`src/rtl/ama_serial_add_ctrl.sv`:
```
// ama_serial_add_ctrl
//   Sequences one WIDTH-bit addition as NSLICE carry-chained beats through a
//   single external SLICE-bit approximate-adder slice. The lowest `appr`
//   slices of each operation run in approximate mode and the rest run exact.
//
// Ports
//   clk, rst_n                 clock, asynchronous active-low reset
//   in_valid/in_ready          operand request handshake
//   in_a, in_b, in_cin         operands and carry-in
//   in_appr                    number of low slices run approximate (clamped to NSLICE)
//   out_valid/out_ready        result handshake
//   out_s, out_cout            sum and final carry-out
//   slice_a, slice_b           operand bytes driven to the external slice
//   slice_cin, slice_appr_en   carry and mode driven to the external slice
//   slice_s, slice_cout        combinational slice results
//   busy                       operation in flight (state is not idle)
//   op_count                   completed operations, saturating
module ama_serial_add_ctrl #(
  parameter int unsigned WIDTH = 32,
  parameter int unsigned SLICE = 8,
  parameter int unsigned CNTW  = 16
) (
  input  logic             clk,
  input  logic             rst_n,
  input  logic             in_valid,
  output logic             in_ready,
  input  logic [WIDTH-1:0] in_a,
  input  logic [WIDTH-1:0] in_b,
  input  logic             in_cin,
  input  logic [2:0]       in_appr,
  output logic             out_valid,
  input  logic             out_ready,
  output logic [WIDTH-1:0] out_s,
  output logic             out_cout,
  output logic [SLICE-1:0] slice_a,
  output logic [SLICE-1:0] slice_b,
  output logic             slice_cin,
  output logic             slice_appr_en,
  input  logic [SLICE-1:0] slice_s,
  input  logic             slice_cout,
  output logic             busy,
  output logic [CNTW-1:0]  op_count
);

  localparam int unsigned NSLICE = WIDTH / SLICE;
  localparam int unsigned IW     = (NSLICE > 1) ? $clog2(NSLICE) : 1;
  // Wide enough for both the 3-bit request and the value NSLICE itself.
  localparam int unsigned AW     = ($clog2(NSLICE + 1) > 3) ? $clog2(NSLICE + 1) : 3;

  localparam logic [IW-1:0] LastIdx = IW'(NSLICE - 1);
  localparam logic [AW-1:0] ApprMax = AW'(NSLICE);

  typedef enum logic [1:0] {StIdle, StRun, StDone} state_e;

  state_e                        state_q, state_d;
  logic [IW-1:0]                 idx_q, idx_d;
  logic                          carry_q, carry_d;
  logic [NSLICE-1:0][SLICE-1:0]  a_q, a_d;
  logic [NSLICE-1:0][SLICE-1:0]  b_q, b_d;
  logic                          cin_q, cin_d;
  logic [AW-1:0]                 appr_q, appr_d;
  logic [NSLICE-1:0][SLICE-1:0]  sum_q, sum_d;
  logic                          cout_q, cout_d;
  logic [CNTW-1:0]               cnt_q, cnt_d;

  logic [AW-1:0]                 appr_req;
  logic [AW-1:0]                 appr_clamped;

  assign appr_req     = AW'(in_appr);
  assign appr_clamped = (appr_req > ApprMax) ? ApprMax : appr_req;

  always_comb begin
    state_d       = state_q;
    idx_d         = idx_q;
    carry_d       = carry_q;
    a_d           = a_q;
    b_d           = b_q;
    cin_d         = cin_q;
    appr_d        = appr_q;
    sum_d         = sum_q;
    cout_d        = cout_q;
    cnt_d         = cnt_q;
    in_ready      = 1'b0;
    out_valid     = 1'b0;
    slice_a       = '0;
    slice_b       = '0;
    slice_cin     = 1'b0;
    slice_appr_en = 1'b0;

    case (state_q)
      StIdle: begin
        in_ready = 1'b1;
        if (in_valid) begin
          a_d     = in_a;
          b_d     = in_b;
          cin_d   = in_cin;
          appr_d  = appr_clamped;
          idx_d   = '0;
          state_d = StRun;
        end
      end

      StRun: begin
        slice_a       = a_q[idx_q];
        slice_b       = b_q[idx_q];
        slice_cin     = (idx_q == '0) ? cin_q : carry_q;
        slice_appr_en = (AW'(idx_q) < appr_q);
        sum_d[idx_q]  = slice_s;
        carry_d       = slice_cout;
        idx_d         = idx_q + 1'b1;
        if (idx_q == LastIdx) begin
          cout_d  = slice_cout;
          idx_d   = '0;
          state_d = StDone;
        end
      end

      StDone: begin
        out_valid = 1'b1;
        if (out_ready) begin
          state_d = StIdle;
          if (cnt_q != '1) begin
            cnt_d = cnt_q + 1'b1;
          end
        end
      end

      default: state_d = StIdle;
    endcase
  end

  always_ff @(posedge clk or negedge rst_n) begin
    if (!rst_n) begin
      state_q <= StIdle;
      idx_q   <= '0;
      carry_q <= 1'b0;
      a_q     <= '0;
      b_q     <= '0;
      cin_q   <= 1'b0;
      appr_q  <= '0;
      sum_q   <= '0;
      cout_q  <= 1'b0;
      cnt_q   <= '0;
    end else begin
      state_q <= state_d;
      idx_q   <= idx_d;
      carry_q <= carry_d;
      a_q     <= a_d;
      b_q     <= b_d;
      cin_q   <= cin_d;
      appr_q  <= appr_d;
      sum_q   <= sum_d;
      cout_q  <= cout_d;
      cnt_q   <= cnt_d;
    end
  end

  assign out_s    = sum_q;
  assign out_cout = cout_q;
  assign busy     = (state_q != StIdle);
  assign op_count = cnt_q;

endmodule
```
`config.mk`:
```
export PLATFORM = sky130hd
export DESIGN_NAME = ama_serial_add_ctrl
export DESIGN_NICKNAME = d
export VERILOG_FILES = /design/src/rtl/ama_serial_add_ctrl.sv
export SDC_FILE = /design/constraint.sdc
export NUM_CORES = 1
export LEC_CHECK = 0
export ABC_CLOCK_PERIOD_IN_PS = 3840
export CAP_MARGIN = 15
export CORE_UTILIZATION = 49
export CTS_BUF_LIST = sky130_fd_sc_hd__clkbuf_16
export CTS_CLUSTER_DIAMETER = 120
export DETAILED_ROUTE_END_ITERATION = 12
export PLACE_DENSITY = 0.84
export REMOVE_ABC_BUFFERS = 1
export SYNTH_ARGS = -nofsm -noshare
export SYNTH_HDL_FRONTEND = slang
export SYNTH_SLANG_ARGS = --single-unit
```
`constraint.sdc`:
```
create_clock -name clk -period 3.84 [get_ports clk]
set_input_delay 0.576 -clock clk [delete_from_list [all_inputs] [get_ports clk]]
set_output_delay 0.576 -clock clk [all_outputs]
set_load 0.03 [all_outputs]
```
## After elaboration in Yosys (flattened, before gate mapping)

Cells that the tools add are included.

| word-level totals | value |
|---|---|
| output and inout port bits | 70 |
| word-level logic and storage cells | 64 |
| register bits after elaboration | 122 |
| bits of input ports | 81 |

| operators by class | value |
|---|---|
| muxes and demuxes | 22 |
| eq/ne operators | 7 |
| magnitude comparators | 4 |
| add/sub/neg operators | 2 |
| reductions and logical operators | 10 |

Operator list:

| kind | count |
|---|---|
| two-way mux 8 bit | 5 |
| binary-select mux 8 bit (select 2 bit) | 2 |
| bitwise mux 32 bit | 1 |
| adder 16 x 1 -> 16 bit (second input constant) | 1 |
| demux 8 bit (select 2 bit) | 1 |
| != test 16 bit (second input constant) | 1 |
| two-way mux 2 bit | 5 |
| != test 2 bit (second input constant) | 3 |
| case mux 2 bit (3 select lines) | 1 |
| AND reduction 2 bit | 3 |
| AND reduction 3 bit | 2 |
| two-way mux 1 bit | 5 |
| == test 2 bit (second input constant) | 2 |
| logical NOT 2 bit | 2 |
| case mux 2 bit (2 select lines) | 1 |
| nonzero test 2 bit | 2 |
| > comparator 3 bit (second input constant) | 1 |
| < comparator 2 x 3 -> 1 bit | 1 |
| < comparator 2 x 3 -> 1 bit (second input constant) | 1 |
| two-way mux 3 bit | 1 |
| adder 2 x 1 -> 2 bit (second input constant) | 1 |
| == test 2 x 1 -> 1 bit (second input constant) | 1 |
| >= comparator 2 x 1 -> 1 bit (second input constant) | 1 |
| logical AND 1 bit | 1 |

## Depth between registers and ports, before layout

| depth | value |
|---|---|
| depth after elaboration | 5 |
| gate-level depth with buffers | 6 |
| mapped depth without buffers | 5 |

## Worst setup path before layout

No wires, ideal clock.

| timing | value |
|---|---|
| path type | reg-to-output |
| start point | reg idx_q[1] |
| end point | out slice_cin |
| path buffers | 2 |
| arrival time | 1.711 ns |
| setup slack | 1.553 ns |
| stages on the path, launching flop included | 7 |
| required time | 3.264 ns |
| cell sequence | dfrtp_1 clkbuf_1 buf_2 inv_1 ha_1 mux2i_1 nor2_1 |

| on the way | value |
|---|---|
| word-level cells in the longest chain between the ends | 3 |

Ends and longest elaborated chain:

| what | line | source |
|---|---|---|
| start, declared | 56 | `logic [IW-1:0] idx_q, idx_d;` |
| start signal, assigned | 146 | `idx_q <= idx_d;` |
| logical NOT 2 bit | 106 | `slice_cin = (idx_q == '0) ? cin_q : carry_q;` |
| two-way mux 1 bit | 106 |  |
| two-way mux 1 bit | 90 | `case (state_q)` |
| end, declared | 37 | `output logic slice_cin,` |

No other way between the ends.

## Worst setup path in the final report

| timing | value |
|---|---|
| start point | reg idx_q[0] |
| end point | out slice_a[0] |

| on the way | value |
|---|---|
| word-level cells in the longest chain between the ends | 3 |

Ends and longest elaborated chain:

| what | line | source |
|---|---|---|
| binary-select mux 8 bit (select 2 bit) | 104 | `slice_a = a_q[idx_q];` |
| two-way mux 8 bit (implied by the code) | 104 |  |
| two-way mux 8 bit | 90 |  |
| end, declared | 35 | `output logic [SLICE-1:0] slice_a,` |

No other way between the ends. The select of a mux whose other input is x is not followed.

==> impl_metrics.py <==
metrics = {
    "clocking": {
        "cts-root-buf": "sky130_fd_sc_hd__clkbuf_16",
        "cts.repair.resized": 0,
        "cts_made_buffers": 17,
        "number_of_clock_sinks_seen_by_cts": 122,
        "clock_tree.buffer_depth": 2,
        "clkLatencyLatePin_ps": 410,
        "cts_hold_repair.buffers": 0,
        "clock_transition_at_the_registers_of_the_reported_paths_ps": 60,
        "htree_num_levels": 4,
        "cts_tree": "built",
        "post-cts-setup-buffer-count": 0,
    },
    "yosys": {
        "syn_inst": 507,
        "post_synthesis_instance_area_sq_um": 5363,
        "post_synth.cell_area_avg_sq_um": 10.58,
        "number_of_unique_standard_cell_types_used_by_synthesis": 35,
        "synthesis.yosys.warnings": 0,
        "number_of_synthesized_flops_with_an_enable_pin": 0,
        "synth-seq-area-share_pct": 56.93,
        "async_s_r_ff_share_synth_pct": 100.0,
        "synth_ff_type": "sky130_fd_sc_hd__dfrtp_1",
        "register_bit_total_from_synthesis": 122,
    },
    "critical_path": {
        "crit_required_ps": 3260,
        "critPathLaunch": "idx_q[0]",
        "worstReg2RegStart": "state_q[1]",
        "critical_path_arrival_ps": 2660,
        "type_of_origin_of_the_critical_path": "register",
        "timing.critical_path.fanout_max": 12,
        "timing_worst_setup_path_type": "register to primary output",
        "crit_path_end_kind": "primary output",
    },
    "timing": {
        "final_clock_skew_ps": 7.488,
        "post-route-period-util_pct": 84.29,
        "maxClockFrequency_mhz": 308.9,
        "timing.slew.headroom_pct": 45.25,
        "setup_viol": 0,
        "grt_setup_unrepaired": "no",
        "tightestPinTransition_ps": 817.6,
        "final_hold_viol_count": 0,
        "final.setup.tns_ps": 0,
        "final-max-slew-violation-count": 0,
        "finalWorstPathRequiredPeriod_ps": 3237,
    },
    "grt": {
        "grt_start_max_net_pins": 68,
        "grtUsageTotal_pct": 24.56,
        "grt_antenna_before_repair": 0,
        "grt.overflow.total": 0,
        "vias_in_the_first_global_route": 4318,
        "grt_first_pass_wirelength_um": 21280,
    },
    "layout": {
        "utilization_pct": 72.40,
        "layout_commonest_cell": "sky130_fd_sc_hd__nand2_1",
        "final_cell_mix": "sky130_fd_sc_hd__nand2_1 (210), sky130_fd_sc_hd__clkdlybuf4s50_1 (149), sky130_fd_sc_hd__dfrtp_1 (122)",
        "syn_to_final_growth_pct": 41.25,
        "design.final.nets": 747,
        "fillerInstances": 787,
        "diodes": 0,
        "post_route_cells_drive_above_1_share_pct": 13.97,
    },
    "drt": {
        "route.final.wire_length_um": 12680,
        "antenna_left": 0,
        "detailroute.via_count": 4186,
        "drt_pre_antenna_iters": 4,
        "via_cell_ratio": 5.174,
        "routedWlPerCell_um": 15.68,
        "drtIter0Drc": 152,
        "drc_errors": 0,
    },
    "status": {
        "run_status": "completed",
    },
    "floorplan": {
        "row_count": 37,
        "die_area_sq_um": 11370,
        "core_sq_um": 10460,
        "start_util_pct": 51.26,
        "chipWidth_um": 106.6,
        "top_level_ports": 151,
        "die_y_um": 106.6,
    },
    "job": {
        "max_cap_violations": 0,
    },
    "power_and_ir_drop": {
        "power_leakage_nw": 3.475,
        "post-layout-total-power_mw": 6.684,
        "p_per_area_nw_per_um2": 882.4,
        "peakVddDrop_v": 0.0004941,
    },
    "place": {
        "detailedPlacementHpwl_um": 8921,
        "place.port_buffers": 150,
        "gp_congestion": 0.8623,
    },
    "hold_path": {
        "min-delay-path-class": "input pin to asynchronous set/reset pin",
    },
}
-- worst max-delay path: stages, from the launching register on --
cell	delay, ps
sky130_fd_sc_hd__dfrtp_1	720
sky130_fd_sc_hd__buf_12	240
sky130_fd_sc_hd__mux4_2	500
sky130_fd_sc_hd__and2_1	190
sky130_fd_sc_hd__clkdlybuf4s50_1	590
-- metrics by stage --
step | instance area, sq um | instances | setup slack, ps | hold WS, ps
floorplan | 5278 | 485 | 1291 | 280.4
global placement | 7023 | 777 | 1031 | 452.5
detailed placement | 7023 | 777 | 1011 | 459.7
CTS | 7575 | 809 | 560.1 | 242.1
global route | 7575 | 809 | 447.7 | 272.7
finish | 7575 | 809 | 603.2 | 215.2
-- state kept, by name, indices dropped and copies added, names as in the netlist --
name / flops
a_q: 32
appr_q: 3
b_q: 32
carry_q: 1
cin_q: 1
idx_q: 2
op_count: 16
out_cout: 1
out_s: 32
state_q: 2
-- cells in the mapped netlist, types with 4 or more instances --
cell / n / area share (%)
sky130_fd_sc_hd__and2_1: 17 / 2.0
sky130_fd_sc_hd__dfrtp_1: 122 / 57
sky130_fd_sc_hd__mux4_2: 16 / 6.7
sky130_fd_sc_hd__nand2_1: 211 / 15
sky130_fd_sc_hd__nand2b_1: 4 / 0.47
sky130_fd_sc_hd__nand4_1: 6 / 0.70
sky130_fd_sc_hd__clkbuf_1: 20 / 1.4
sky130_fd_sc_hd__nor2_1: 9 / 0.63
sky130_fd_sc_hd__inv_1: 6 / 0.42
sky130_fd_sc_hd__ha_1: 6 / 1.4
sky130_fd_sc_hd__a21oi_1: 8 / 0.75
sky130_fd_sc_hd__mux2_2: 34 / 7.1
sky130_fd_sc_hd__xnor2_1: 5 / 0.82
sky130_fd_sc_hd__nand3_1: 8 / 0.75
-- kinds of logic after synthesis --
group | after synthesis | share of synthesized area [%]
adder cells (fa/ha/maj) | 6 | 1.400
XOR/XNOR | 8 | 1.307
flip-flops | 122 | 56.93
AO/OA/AOI/OAI | 19 | 2.240
multiplexers | 51 | 14.05
AND/OR/NAND/NOR | 273 | 22.07
buffers and inverters | 28 | 2.006
-- layer usage --
metal / up-vias / wire (um) / GRT usage [%]
li1: 1993 / - / -
met1: 2007 / 5453 / 32.17
met2: 173 / 6136 / 38.71
met3: 13 / 966 / 7.903
met4: 0 / 126 / 8.415
met5: - / 0 / 0
-- cell type report --
class                           instances  area [sq um]  area share [%]
Clock buffer                           17         425.4           5.616
Clock inverter                         15         126.4           1.668
Multi-Input combinational cell        357          2208           29.15
Inverter                                6         22.52          0.2973
Sequential cell                       122          3053           40.30
Tap cell                              136         170.2           2.246
Timing Repair Buffer                  156          1569           20.71
-- where the power goes --
group          total (mW)  switching [mW]  internal, mW
logic                3.01            1.61          1.40
clock network        1.47           0.586         0.887
registers            2.20           0.355          1.85
-- final timing paths --
check	slack [ps]	to	cells after the start
min in group clk	470	a_q[19]	2
worst min-delay path	220	op_count[9]	1
worst max-delay path	600	slice_a[0]	4
max in group asynchronous	2820	out_s[8]	2
worst min register to register	470	a_q[19]	2
worst max register to register	1700	out_s[28]	3
No activity file was read; power rests on OpenSTA's default activity.
